### config.mk
export PLATFORM = sky130hd
export DESIGN_NAME = microcode_step_sequencer_flat
export DESIGN_NICKNAME = d
export VERILOG_FILES = /design/src/rtl/microcode_step_sequencer_pkg.sv /design/src/rtl/microcode_step_sequencer_if.sv /design/src/rtl/microcode_step_sequencer_tstate_ring.sv /design/src/rtl/microcode_step_sequencer.sv /design/src/flat_wrapper.sv
export SDC_FILE = /design/constraint.sdc
export NUM_CORES = 1
export LEC_CHECK = 0
export CAP_MARGIN = 20
export CORE_MARGIN = 2
export CORE_UTILIZATION = 48
export DETAILED_ROUTE_END_ITERATION = 8
export GPL_ROUTABILITY_DRIVEN = 0
export PLACE_DENSITY_LB_ADDON = 0.08
export SKIP_CTS_REPAIR_TIMING = 1
export SLEW_MARGIN = 20
export SYNTH_ARGS = -nofsm -noshare
export SYNTH_HDL_FRONTEND = slang
export SYNTH_SLANG_ARGS = --single-unit
### constraint.sdc
create_clock -name clk -period 2.15 [get_ports clk]
set_clock_uncertainty 0.05 [all_clocks]
set_input_delay 0.43 -clock clk [delete_from_list [all_inputs] [get_ports clk]]
set_output_delay 0.43 -clock clk [all_outputs]
set_load 0.03 [all_outputs]
### src/rtl/microcode_step_sequencer_pkg.sv
// microcode_step_sequencer_pkg: shared step, state and unit encodings for the control unit
package microcode_step_sequencer_pkg;

    typedef enum logic [3:0] {
        T1 = 4'b0001,
        T2 = 4'b0010,
        T3 = 4'b0100,
        T4 = 4'b1000
    } step_e;

    typedef enum logic [1:0] {
        FETCH = 2'd0,
        EXEC  = 2'd1,
        HALT  = 2'd2
    } state_e;

    localparam int MCYCLE_MAX = 7;

    // Decoder index to microcode unit mapping
    typedef enum logic [2:0] {
        UNIT_LOAD  = 3'd0,
        UNIT_ALU   = 3'd1,
        UNIT_JUMP  = 3'd2,
        UNIT_STACK = 3'd3,
        UNIT_IO    = 3'd4,
        UNIT_BIT   = 3'd5,
        UNIT_MISC  = 3'd6,
        UNIT_HALT  = 3'd7
    } unit_e;

endpackage

### src/rtl/microcode_step_sequencer_if.sv
// microcode_step_sequencer_if: decoder/microcode-unit side signals of the step sequencer
interface microcode_step_sequencer_if #(
    parameter int NUM_UNITS = 8,
    parameter int UNIT_W    = 3
);
    logic                 ce;
    logic                 mem_wait;
    logic [UNIT_W-1:0]    unit_sel;
    logic                 ir_fetch;
    logic                 halt_req;
    logic                 int_pending;
    logic [3:0]           cycle_step;
    logic [2:0]           m_cycle;
    logic [NUM_UNITS-1:0] unit_active;
    logic                 ir_load;
    logic                 halted;
    logic                 overrun;

    modport master (
        input  ce, mem_wait, unit_sel, ir_fetch, halt_req, int_pending,
        output cycle_step, m_cycle, unit_active, ir_load, halted, overrun
    );

    modport slave (
        output ce, mem_wait, unit_sel, ir_fetch, halt_req, int_pending,
        input  cycle_step, m_cycle, unit_active, ir_load, halted, overrun
    );
endinterface

### src/rtl/microcode_step_sequencer_tstate_ring.sv
// tstate_ring: one-hot T1..T4 ring with CE gating, T2 wait hold and a leaving-T4 strobe
module tstate_ring
    import microcode_step_sequencer_pkg::*;
(
    input  logic       clk,
    input  logic       rst,
    input  logic       ce,
    input  logic       mem_wait,
    output logic [3:0] step,
    output logic       leave_t4
);
    logic [3:0] step_nx;

    // Any illegal pattern falls back to T1 so the ring self-recovers
    always_comb begin
        step_nx  = (!ce || (step == T2 && mem_wait)) ? step :
                   step == T1 ? T2 :
                   step == T2 ? T3 :
                   step == T3 ? T4 : T1;
        leave_t4 = ce && step == T4;
    end

    always_ff @(posedge clk or posedge rst)
        if (rst) step <= T1;
        else     step <= step_nx;
endmodule

### src/rtl/microcode_step_sequencer.sv
// microcode_step_sequencer: T-state/M-cycle master sequencer selecting the active microcode unit
module microcode_step_sequencer
    import microcode_step_sequencer_pkg::*;
#(
    parameter int NUM_UNITS = 8,
    parameter int UNIT_W    = 3
) (
    input logic clk,
    input logic rst,
    microcode_step_sequencer_if.master bus
);
    localparam logic [NUM_UNITS-1:0] ONE = 1;

    logic [3:0]           step;
    logic                 end_m;
    logic                 leave_t1;
    logic                 unit_ok;
    logic                 halt_go;
    logic                 load_go;
    logic [NUM_UNITS-1:0] unit_hot;
    state_e               state;
    logic [2:0]           m;
    logic [NUM_UNITS-1:0] unit;
    logic                 ir_load;
    logic                 halted;
    logic                 overrun;

    tstate_ring u_ring (
        .clk      (clk),
        .rst      (rst),
        .ce       (bus.ce),
        .mem_wait (bus.mem_wait),
        .step     (step),
        .leave_t4 (end_m)
    );

    // A pending interrupt turns a HALT request into an ordinary fetch
    always_comb begin
        leave_t1 = bus.ce && step == T1;
        unit_ok  = int'(bus.unit_sel) < NUM_UNITS;
        unit_hot = unit_ok ? ONE << bus.unit_sel : '0;
        halt_go  = bus.halt_req && !bus.int_pending;
        load_go  = bus.halt_req || bus.ir_fetch;
    end

    always_ff @(posedge clk or posedge rst)
        if (rst) begin
            state   <= FETCH;
            m       <= '0;
            unit    <= '0;
            ir_load <= 1'b0;
            halted  <= 1'b0;
            overrun <= 1'b0;
        end else begin
            ir_load <= 1'b0;
            if (leave_t1 && state == EXEC && m == '0) begin
                unit <= unit_hot;
                if (!unit_ok) overrun <= 1'b1;
            end
            if (end_m)
                case (state)
                    FETCH: begin
                        ir_load <= 1'b1;
                        state   <= EXEC;
                        m       <= '0;
                        unit    <= '0;
                    end
                    EXEC: begin
                        if (halt_go) begin
                            state  <= HALT;
                            halted <= 1'b1;
                            unit   <= '0;
                            m      <= '0;
                        end else if (load_go) begin
                            ir_load <= 1'b1;
                            unit    <= '0;
                            m       <= '0;
                        end else if (m == 3'(MCYCLE_MAX)) overrun <= 1'b1;
                        else m <= m + 3'd1;
                    end
                    HALT: begin
                        m <= '0;
                        if (bus.int_pending) begin
                            state  <= FETCH;
                            halted <= 1'b0;
                        end
                    end
                    default: state <= FETCH;
                endcase
        end

    assign bus.cycle_step  = step;
    assign bus.m_cycle     = m;
    assign bus.unit_active = unit;
    assign bus.ir_load     = ir_load;
    assign bus.halted      = halted;
    assign bus.overrun     = overrun;
endmodule

### src/flat_wrapper.sv
// flat-port wrapper written by rule: the top's interface ports become plain ports
module microcode_step_sequencer_flat import microcode_step_sequencer_pkg::*;
#(
    parameter int NUM_UNITS = 8,
    parameter int UNIT_W    = 3
)
  (clk, rst, bus_ce, bus_mem_wait, bus_unit_sel, bus_ir_fetch, bus_halt_req, bus_int_pending, bus_cycle_step, bus_m_cycle, bus_unit_active, bus_ir_load, bus_halted, bus_overrun);
  microcode_step_sequencer_if #(.NUM_UNITS(NUM_UNITS), .UNIT_W(UNIT_W)) bus_i ();
  input logic clk;
  input logic rst;
  input wire logic [$bits(bus_i.ce)-1:0] bus_ce;
  input wire logic [$bits(bus_i.mem_wait)-1:0] bus_mem_wait;
  input wire logic [$bits(bus_i.unit_sel)-1:0] bus_unit_sel;
  input wire logic [$bits(bus_i.ir_fetch)-1:0] bus_ir_fetch;
  input wire logic [$bits(bus_i.halt_req)-1:0] bus_halt_req;
  input wire logic [$bits(bus_i.int_pending)-1:0] bus_int_pending;
  output wire logic [$bits(bus_i.cycle_step)-1:0] bus_cycle_step;
  output wire logic [$bits(bus_i.m_cycle)-1:0] bus_m_cycle;
  output wire logic [$bits(bus_i.unit_active)-1:0] bus_unit_active;
  output wire logic [$bits(bus_i.ir_load)-1:0] bus_ir_load;
  output wire logic [$bits(bus_i.halted)-1:0] bus_halted;
  output wire logic [$bits(bus_i.overrun)-1:0] bus_overrun;
  assign bus_i.ce = bus_ce;
  assign bus_i.mem_wait = bus_mem_wait;
  assign bus_i.unit_sel = bus_unit_sel;
  assign bus_i.ir_fetch = bus_ir_fetch;
  assign bus_i.halt_req = bus_halt_req;
  assign bus_i.int_pending = bus_int_pending;
  assign bus_cycle_step = bus_i.cycle_step;
  assign bus_m_cycle = bus_i.m_cycle;
  assign bus_unit_active = bus_i.unit_active;
  assign bus_ir_load = bus_i.ir_load;
  assign bus_halted = bus_i.halted;
  assign bus_overrun = bus_i.overrun;
  microcode_step_sequencer #(.NUM_UNITS(NUM_UNITS), .UNIT_W(UNIT_W)) u_core (.clk(clk), .rst(rst), .bus(bus_i));
endmodule
# Word level (Yosys, flattened, before mapping)
# Index checks and enable logic that the tools add are counted.
# totals
inputBits	10
output_inout_bits	18
reg_bits	20
# op_classes
reduce_logical	19
n_addsub	1
bitwise	2
eq_ne	10
shift	1
muxes	22
# op_table
operator	count
8-bit two-way mux	4
8-bit case mux with 2 select lines	1
4-bit two-way mux	3
3-bit two-way mux	3
1-bit by 3-bit << shifter with 8-bit output, first input constant	1
1-bit logical AND	6
2-bit case mux with 3 select lines	1
3-bit case mux with 2 select lines	1
3-bit AND reduction	2
1-bit two-way mux	5
5-bit AND reduction	1
4-bit by 1-bit equality test with 1-bit output, second input constant	1
4-bit by 2-bit equality test with 1-bit output, second input constant	1
4-bit by 3-bit equality test with 1-bit output, second input constant	1
4-bit equality test, second input constant	1
2-bit two-way mux	2
4-bit by 2-bit inequality test with 1-bit output, second input constant	1
1-bit case mux with 2 select lines	2
4-bit AND reduction	1
2-bit nonzero test	2
3-bit by 1-bit adder with 3-bit output, second input constant	1
3-bit equality test, second input constant	1
3-bit logical NOT	1
2-bit by 1-bit equality test with 1-bit output, second input constant	1
8 further kinds	11

# Longest topological paths before layout
# logic_depth
word_depth	9
ltp_mapped	6

# By module
# From an unflattened synthesis, not the netlist that was laid out.
# unflattened
cells_unflattened	107
area_unflattened_um2	1154.9
# modules_own_cells
mod	n_inst	seq_area_each_um2	area_each_um2	cells_per_inst
microcode_step_sequencer	1	400.4	932.1	85
tstate_ring	1	101.3	222.7	22

# Worst setup path after synthesis
# Ideal clock, no wire load.
# synth_timing
kind	register to register
start	register u_core.u_ring.step[0]
end	register u_core.unit[7], in the netlist u_core.bus.unit_active[7]
path_stages_with_launch	5
t_arrival_ns	1.716
synth_period_minus_slack_ns	1.844
setup_slack_ns	0.306
path_cell_list	dfstp_2 > clkbuf_1 > nand2_1 > or4_1 > a21oi_1
# synth_via
elab_chain_cells	9
# synth_lines
element	line	rtl
from (decl)	microcode_step_sequencer_tstate_ring.sv:9	output logic [3:0] step,
from (signal assigned)	microcode_step_sequencer_tstate_ring.sv:25	else step <= step_nx;
4-bit by 1-bit equality test with 1-bit output	microcode_step_sequencer.sv:39	leave_t1 = bus.ce && step == T1;
1-bit logical AND	microcode_step_sequencer.sv:39	
1-bit logical AND (2 in a row)	microcode_step_sequencer.sv:56	if (leave_t1 && state == EXEC && m == '0) begin
8-bit two-way mux	microcode_step_sequencer.sv:56	
8-bit two-way mux	microcode_step_sequencer.sv:74	end else if (load_go) begin
8-bit two-way mux	microcode_step_sequencer.sv:69	if (halt_go) begin
8-bit case mux with 2 select lines	microcode_step_sequencer.sv:61	case (state)
8-bit two-way mux (*)	microcode_step_sequencer.sv:60	if (end_m)
to (signal assigned)	microcode_step_sequencer.sv:57	unit <= unit_hot;
to (decl)	microcode_step_sequencer.sv:23	logic [NUM_UNITS-1:0] unit;
# Every way passes the cells marked *; elsewhere a longest branch is shown, timed or not.
# A chain may end at the register's enable or synchronous reset.

# Worst setup path after layout
# layout_timing
start	register u_core.u_ring.step[1]
end	output port bus_cycle_step[1]
# layout_rtl
element	line	rtl
to (decl)	flat_wrapper.sv:17	output wire logic [$bits(bus_i.cycle_step)-1:0] bus_cycle_step;
# No word-level cell between the ends.

==> results_dict.tcl <==
set metrics [dict create \
    start_util_pct 51.4 \
    cts_buffers 3 \
    regArea_um2 502 \
    root_buffer "clkbuf_4" \
    crit_start "u_core.u_ring.step[1]$_DFFE_PP0N_" \
    path_clk_slew_ns 0.11 \
    synth_edf_count 0 \
    crit_arrival_ns 1.54 \
    place_ws_ns 0.186 \
    netlist_area_um2 1150 \
    first_pass_iters 4 \
    n_fill_cell 191 \
    cts_buffer_depth 2 \
    post-dp-hpwl_um 1920 \
    cp_data_required_time_ns 1.67 \
    die_w_um 52.9 \
    leakage_nw 0.662 \
    slew_viol_final 0 \
    drtIter0Drc 30 \
    io_pins 28 \
    syn_inst 118 \
    htreeDepth 1 \
    synth-main-ff-cell "dfrtp_1" \
    vias 1017 \
    r2r_cells 4 \
    syn2layout_area_growth_pct 31.5 \
    finalHoldViolCount 0 \
    worstSetupPathType "flop to primary output" \
    gr-total-overflow 0 \
    grt_pass1_wl_um 4390 \
    startpoint_type "flop" \
    routed_via_density 5.78 \
    detail-route-antenna-nets 0 \
    cts_tree "yes" \
    port_buffers 27 \
    coreArea_um2 2230 \
    final_common_cell "clkdlybuf4s50_1" \
    syn_nets 131 \
    path_buf_inv 1 \
    fin_crit_ns 2.02 \
    slew_headroom_pct 61.6 \
    period_share_pct 94.2 \
    drive_above_1_share_pct 10.8 \
    hp-class "primary input to async pin" \
    multiInputGateArea_um2 566 \
    grt_usage_pct 21.7 \
    diodes 0 \
    ys_types 39 \
    die_area_um2 2800 \
    tns_ns 0 \
    num-nets-final 162 \
    cts.sinks 20 \
    wl_um 2570 \
    maxCapViolations 0 \
    grt_setup_unrepaired "no" \
    outcome "finished, final reports clean" \
    worst_pin_slew_ns 0.574 \
    routedWlPerCell_um 14.6 \
    synth_seq_cells 20 \
    antenna_found_initial 0 \
    fmax_mhz 494 \
    final_cell_mix "clkdlybuf4s50_1, dfrtp_1, nand2_1, nand4_1, buf_4" \
    ys_seq_area_share_pct 43.7 \
    clock_latency_ns 0.30 \
    r2r-end "u_core.bus.unit_active[4]$_DFF_PP0_" \
    setup_viol 0 \
    crit_slowest_cell "clkdlybuf4s50_1" \
    worstPathMaxFanout 10 \
    r2r-start "u_core.u_ring.step[1]$_DFFE_PP0N_" \
    grt_max_degree 21 \
    setup_slack_ns 0.125 \
    cp-end-kind "primary output" \
    die_h_um 52.9 \
    grt_pass1_vias 970 \
    rows 17 \
    postSynthAreaPerCell_um2 9.72 \
    path_delay_family "buffers and inverters" \
    drc_errors 0 \
    slowest_delay_ns 0.73 \
    vdd_drop_max_mv 0.648 \
    power_density_nw_per_um2 805 \
    cp_cell_sequence "clkdlybuf4s50_1" \
    yosysWarningCount 0 \
    synthArstFlopShare_pct 100 \
    rrSetupSlack_ns 0.37 \
]
[flip-flops by register name (all words and copies together) (netlist names)]
register / cells
u_core.bus.unit_active: 8
u_core.u_ring.step: 4
u_core.bus.m_cycle: 3
u_core.state: 2
u_core.bus.halted: 1
u_core.bus.ir_load: 1
u_core.bus.overrun: 1
[worst max-delay path by stage]
| stage | endpoint | slack [ns] | depth (start not counted) |
|---|---|---|---|
| after floorplan | u_core.bus.unit_active[7]$_DFF_PP0_ | 0.31 | 4 |
| after global placement | u_core.bus.unit_active[7]$_DFF_PP0_ | 0.25 | 4 |
| after detailed placement | u_core.bus.m_cycle[0]$_DFFE_PP0P_ | 0.19 | 4 |
| after CTS | bus_cycle_step[0] | 0.03 | 1 |
| after global routing | bus_cycle_step[1] | 0.05 | 1 |
| final | bus_cycle_step[1] | 0.13 | 1 |
[synth_stat cells (all sizes together) (2+ instances only)]
cell	number	area (µm²)
dfrtp	19	475
nand2	9	33.8
nand4	9	56.3
a21oi	8	40.0
inv	8	30.0
o31ai	8	60.1
buf	5	30.0
clkbuf	5	20.0
and3b	4	35.0
nor3	4	30.0
nor3b	4	30.0
ha	3	37.5
mux2i	3	30.0
nor2	3	11.3
a22o	2	17.5
nand4bb	2	22.5
nor2b	2	12.5
nor4b	2	17.5
o21ai	2	10.0
[report_power, final]
part | total [mW] | internal (mW) | switching [mW]
sequential | 0.518 | 0.436 | 0.0822
combinational | 0.483 | 0.219 | 0.264
clock | 0.214 | 0.103 | 0.111
[worst min-delay path, stage by stage]
cell,delay (ns)
clkdlybuf4s50_1,0.40
inv_1,0.06
buf_4,0.26
[cell families after synthesis]
kind of cell,share of synthesized area [%]
buffers and inverters,6.98
adders and majority gates,3.27
AOI/OAI and AO/OA,18.0
and+or+nand+nor,25.4
DFF,43.7
muxes,2.62
[cell type report]
class                      instances  share of cell area, %
clock buffer                       4                   2.40
inverter                           8                   1.99
multi-input combinational         80                   37.5
sequential                        20                   33.3
tap                               28                   2.32
timing repair buffer              36                   22.6
[metrics by stage]
step / power (mW) / util [%] / hold WS, ns / std cells / area (µm²)
finish: 1.22 / 67.6 / 0.410 / 176 / 1510
global route: 1.32 / 67.6 / 0.427 / 176 / 1510
CTS: 1.23 / 67.5 / 0.415 / 176 / 1510
detailed placement: 1.01 / 65.8 / 0.423 / 172 / 1470
global placement: 0.995 / 65.8 / 0.413 / 172 / 1470
floorplan: 0.829 / - / 0.343 / 118 / 1150
[metal layers]
layer / wire length [µm] / global-route usage [%] / part of all wire [%] / vias to the layer above
li1: - / - / - / 502
met1: 1170 / 28.6 / 46 / 484
met2: 1260 / 35.4 / 49 / 27
met3: 101 / 3.39 / 3.9 / 4
met4: 26 / 8.97 / 1.0 / 0
met5: 0 / 0 / 0 / -
Note: power is estimated with default switching activity, not from simulation.
